**config.mk**
```make
export PLATFORM = sky130hd
export DESIGN_NAME = mmacc_tile_streamer
export DESIGN_NICKNAME = d
export VERILOG_FILES = /design/src/rtl/mmacc_tile_streamer.sv
export SDC_FILE = /design/constraint.sdc
export NUM_CORES = 2
export LEC_CHECK = 0
export ABC_AREA = 0
export ABC_CLOCK_PERIOD_IN_PS = 24500
export CAP_MARGIN = 20
export CORE_MARGIN = 4
export CORE_UTILIZATION = 43
export DETAILED_ROUTE_END_ITERATION = 8
export PLACE_DENSITY = 0.69
export SYNTH_ARGS = -nofsm -noshare
export SYNTH_HDL_FRONTEND = slang
export SYNTH_SLANG_ARGS = --single-unit
```
**constraint.sdc**
```tcl
create_clock -name clk -period 24.5 [get_ports clk]
set_input_delay 6.125 -clock clk [delete_from_list [all_inputs] [get_ports clk]]
set_output_delay 6.125 -clock clk [all_outputs]
set_load 0.05 [all_outputs]
```
**src/rtl/mmacc_tile_streamer.sv**
```systemverilog
// Streams a B tile and A rows, emitting one unsigned dot product per B column.
// A row result appears CHUNK_HEIGHT cycles after its last element; out_ready low freezes the result.
module mmacc_tile_streamer #(
  parameter int DATA_WIDTH   = 32,
  parameter int CHUNK_WIDTH  = 8,
  parameter int CHUNK_HEIGHT = 8
) (
  input  logic                    clk,
  input  logic                    rst,
  input  logic                    in_valid,
  output logic                    in_ready,
  input  logic [DATA_WIDTH-1:0]   in_data,
  input  logic                    in_is_b,
  output logic                    out_valid,
  input  logic                    out_ready,
  output logic [2*DATA_WIDTH-1:0] out_data,
  output logic                    out_last,
  output logic                    b_loaded,
  output logic                    busy
);

  localparam int AW = (CHUNK_HEIGHT > 1) ? $clog2(CHUNK_HEIGHT) : 1;
  localparam int CW = (CHUNK_WIDTH > 1) ? $clog2(CHUNK_WIDTH) : 1;
  localparam int PW = 2 * DATA_WIDTH;
  localparam logic [AW-1:0] ROW_LAST = AW'(CHUNK_HEIGHT - 1);
  localparam logic [CW-1:0] COL_LAST = CW'(CHUNK_WIDTH - 1);

  typedef enum logic [1:0] {
    ST_LOAD,
    ST_MAC,
    ST_DRAIN
  } state_t;

  state_t          state_q, state_d;
  logic [AW-1:0]   a_count_q, a_count_d;
  logic [AW-1:0]   i_q, i_d;
  logic [AW-1:0]   b_row_q, b_row_d;
  logic [CW-1:0]   b_col_q, b_col_d;
  logic [CW-1:0]   c_q, c_d;
  logic [PW-1:0]   acc_q, acc_d;
  logic            b_loaded_q, b_loaded_d;
  logic            a_we;
  logic            b_we;
  logic [PW-1:0]   product;

  logic [DATA_WIDTH-1:0] a_mem [CHUNK_HEIGHT];
  logic [DATA_WIDTH-1:0] b_mem [CHUNK_WIDTH][CHUNK_HEIGHT];

  assign product = PW'(a_mem[i_q]) * PW'(b_mem[c_q][i_q]);

  always_comb begin
    state_d    = state_q;
    a_count_d  = a_count_q;
    i_d        = i_q;
    b_row_d    = b_row_q;
    b_col_d    = b_col_q;
    c_d        = c_q;
    acc_d      = acc_q;
    b_loaded_d = b_loaded_q;
    in_ready   = 1'b0;
    a_we       = 1'b0;
    b_we       = 1'b0;

    unique case (state_q)
      ST_LOAD: begin
        // B may only be replaced between rows; A needs a complete tile.
        in_ready = in_is_b ? (a_count_q == '0) : b_loaded_q;
        if (in_valid && in_ready) begin
          if (in_is_b) begin
            b_we = 1'b1;
            if (b_row_q == ROW_LAST) begin
              b_row_d = '0;
              if (b_col_q == COL_LAST) begin
                b_col_d    = '0;
                b_loaded_d = 1'b1;
              end else begin
                b_col_d    = b_col_q + CW'(1);
                b_loaded_d = 1'b0;
              end
            end else begin
              b_row_d    = b_row_q + AW'(1);
              b_loaded_d = 1'b0;
            end
          end else begin
            a_we = 1'b1;
            if (a_count_q == ROW_LAST) begin
              a_count_d = '0;
              c_d       = '0;
              acc_d     = '0;
              i_d       = '0;
              state_d   = ST_MAC;
            end else begin
              a_count_d = a_count_q + AW'(1);
            end
          end
        end
      end

      ST_MAC: begin
        acc_d = acc_q + product;
        if (i_q == ROW_LAST) begin
          i_d     = '0;
          state_d = ST_DRAIN;
        end else begin
          i_d = i_q + AW'(1);
        end
      end

      ST_DRAIN: begin
        if (out_ready) begin
          if (c_q == COL_LAST) begin
            state_d = ST_LOAD;
          end else begin
            c_d     = c_q + CW'(1);
            acc_d   = '0;
            i_d     = '0;
            state_d = ST_MAC;
          end
        end
      end

      default: state_d = ST_LOAD;
    endcase
  end

  always_ff @(posedge clk or posedge rst) begin
    if (rst) begin
      state_q    <= ST_LOAD;
      a_count_q  <= '0;
      i_q        <= '0;
      b_row_q    <= '0;
      b_col_q    <= '0;
      c_q        <= '0;
      acc_q      <= '0;
      b_loaded_q <= 1'b0;
    end else begin
      state_q    <= state_d;
      a_count_q  <= a_count_d;
      i_q        <= i_d;
      b_row_q    <= b_row_d;
      b_col_q    <= b_col_d;
      c_q        <= c_d;
      acc_q      <= acc_d;
      b_loaded_q <= b_loaded_d;
    end
  end

  // Operand storage is left unreset; b_loaded gates every use of it.
  always_ff @(posedge clk) begin
    if (a_we) begin
      a_mem[a_count_q] <= in_data;
    end
    if (b_we) begin
      b_mem[b_col_q][b_row_q] <= in_data;
    end
  end

  assign out_valid = (state_q == ST_DRAIN);
  assign out_data  = out_valid ? acc_q : '0;
  assign out_last  = out_valid && (c_q == COL_LAST);
  assign b_loaded  = b_loaded_q;
  assign busy      = (state_q != ST_LOAD);

endmodule

```
==> results.toml <==
[hold_path]
hold_class = "register to register"

[die]
ios = 106
coreArea_mm2 = 0.291
die_x_um = 549
die_area_mm2 = 0.302
die_h_um = 549
start_util_pct = 43.2
rows = 198

[drt]
drt.antenna.violating_nets = 0
drc_errors = 0
wl_per_cell_um = 27.0
vias_per_cell = 5.68
vias = 68000
drt_iter0_drc = 7913
finalWirelength_mm = 323
firstDrtPassIters = 6

[global_routing]
gr-usage-all-layers_pct = 21.6
grt_pass1_vias = 72400
grt_pass1_wl_mm = 483
grt_antenna_before_repair = 20
grt_max_degree = 110
overflow = 0

[finish]
area_growth_syn_to_layout_pct = 10.7
mostFrequentLayoutCell = "edfxtp_1"
drive_gt1_share_pct = 17.7
final_cell_mix = "edfxtp_1 (2,304), inv_1 (1,118), fa_1 (959), mux4_2 (721), nand2_1 (546)"
final_util_pct = 47.9
stdcell_count = 12000
finalNetCount = 9136

[timing]
max_freq_ghz = 0.0716
finalCritPeriodShare_pct = 57.0
finalSetupTns_ns = 0
rsz0062_at_grt = "false"
hold_viol = 0
fin_crit_ns = 13.96
hold_ws_ns = 0.503
maxSlewViolCount = 0
slew_headroom_pct = 21.2
worst_pin_slew_ns = 1.18
setup_viol = 0
skew_ns = 0.118

[logic_synthesis]
yosys_register_bits = 2386
synth_nets = 9003
ys.warnings.count = 0
synth_flop_cell = "edfxtp_1"
syn_inst = 7753
syn_area_mm2 = 0.126
async_reset_ff_share_pct = 3.44
synth-edff-count = 2304
syn_area_per_cell_um2 = 16.2
ys_types = 67
yosysSeqAreaShare_pct = 56.6

[clocking]
worstSkewPairLatency_ns = 0.88
post-cts-setup-buffers = 0
numCtsBuffers = 230
cts.htree.levels = 4
clockBufferDepth = 4
clock_sinks = 2386
path_clk_slew_ns = 0.06
post_cts_resized = 0
root_buffer = "clkbuf_16"
cts_tree = "built"
hold_buffers = 0

[place]
dp_cells = 11500
place.gp.congestion = 0.930
dp_hpwl_mm = 197
io_buffer_count = 105

[worst_setup_path]
critPathArrivalTime_ns = 7.84
critical_path_class = "input pin to output pin"
cp-start-kind = "input pin"
crit_fanout = 4
required_ns = 18.38
cp-end-kind = "output pin"

[status]
status = "complete, no violations"

[run]
maxCapViolations = 0
## synthesized netlist by cell type (all sizes together) (3+ instances only)
library cell | instances | area (µm²)
a21boi | 3 | 22.5
or3b | 3 | 26.3
nand3 | 17 | 85.1
a211oi | 6 | 45.0
or2 | 13 | 81.3
nor3 | 11 | 55.1
nand4 | 17 | 106
and3 | 8 | 50.1
a22o | 3 | 26.3
ha | 254 | 3180
nor2b | 70 | 438
o31ai | 6 | 45.0
buf | 154 | 878
a21o | 40 | 300
edfxtp | 2304 | 69200
a31oi | 10 | 62.6
o21bai | 9 | 67.6
o22ai | 30 | 188
mux4 | 721 | 16200
inv | 1119 | 4200
a311oi | 3 | 26.3
a21oi | 59 | 295
clkbuf | 254 | 953
o21ai | 94 | 485
dfrtp | 82 | 2050
or3 | 3 | 18.8
nor2 | 414 | 1550
fa | 959 | 19200
o21a | 5 | 37.5
mux2i | 42 | 420
xor2 | 28 | 245
mux2 | 47 | 529
and2 | 189 | 1180
o2111ai | 3 | 26.3
nor4 | 5 | 31.3
nand2b | 143 | 895
o211ai | 4 | 30.0
a221oi | 5 | 43.8
nand3b | 13 | 97.6
xnor2 | 32 | 280
nand2 | 546 | 2050
## worst paths after layout
kind                                  startpoint                    end  slack [ns]  cells after the start
hold / removal             acc_q[11]$_DFFE_PP0P_  acc_q[11]$_DFFE_PP0P_        0.50                      2
hold reg to reg            acc_q[11]$_DFFE_PP0P_  acc_q[11]$_DFFE_PP0P_        0.50                      2
min in group asynchronous                    rst  acc_q[29]$_DFFE_PP0P_        5.63                      2
setup reg to reg              c_q[0]$_DFFE_PP0P_  acc_q[61]$_DFFE_PP0P_       11.91                     35
max in group asynchronous                    rst     c_q[1]$_DFFE_PP0P_       17.60                      3
setup / recovery                         in_is_b               in_ready       10.54                      5
## logic make-up after synthesis
group,after synthesis,synth area share (%)
AOI/OAI and AO/OA,299,1.49
xor gates and xnor gates,60,0.417
adders and majority gates,1213,17.8
buffers and inverters,1527,4.79
DFF,2386,56.6
muxes,810,13.6
and+or+nand+nor,1458,5.34
## final cells by class
cell class	instances	area, µm²
Timing Repair Buffer	309	2680
Clock buffer	275	5970
Inverter	1119	4200
Sequential cell	2386	71300
Clock inverter	135	1130
Tap cell	3900	4880
Fill cell	24300	152000
Multi-Input combinational cell	3840	49300
Antenna cell	6	15.0
## layer usage
layer | GRT usage [%] | share of wire (%)
met5 | 0 | 0.020
met4 | 6.01 | 3.2
met3 | 3.88 | 9.2
met2 | 35.4 | 48
met1 | 29.9 | 39
## flip-flops by register name (all words and copies together), names as in the netlist
signal and count:
b_mem 2048, a_mem 256, acc_q 64, a_count_q 3, b_col_q 3, b_row_q 3
c_q 3, i_q 3, state_q 2, b_loaded 1
## per-stage QoR
| step | instance area (µm²) | setup slack, ns |
|---|---|---|
| floorplan | 126000 | 11.38 |
| global placement | 132000 | 10.40 |
| detailed placement | 132000 | 10.52 |
| CTS | 139000 | 10.52 |
| global route | 139000 | 10.38 |
| finish | 139000 | 10.54 |
## critical path: stages
cell	delay [ns]
clkdlybuf4s50_1	0.46
nor2b_1	0.16
a31oi_1	0.06
nor2_1	0.19
clkdlybuf4s50_1	0.84
Power is left out: the tool's default activity adds up to more than one toggle a clock period on the data nets, which glitch-free logic cannot reach.
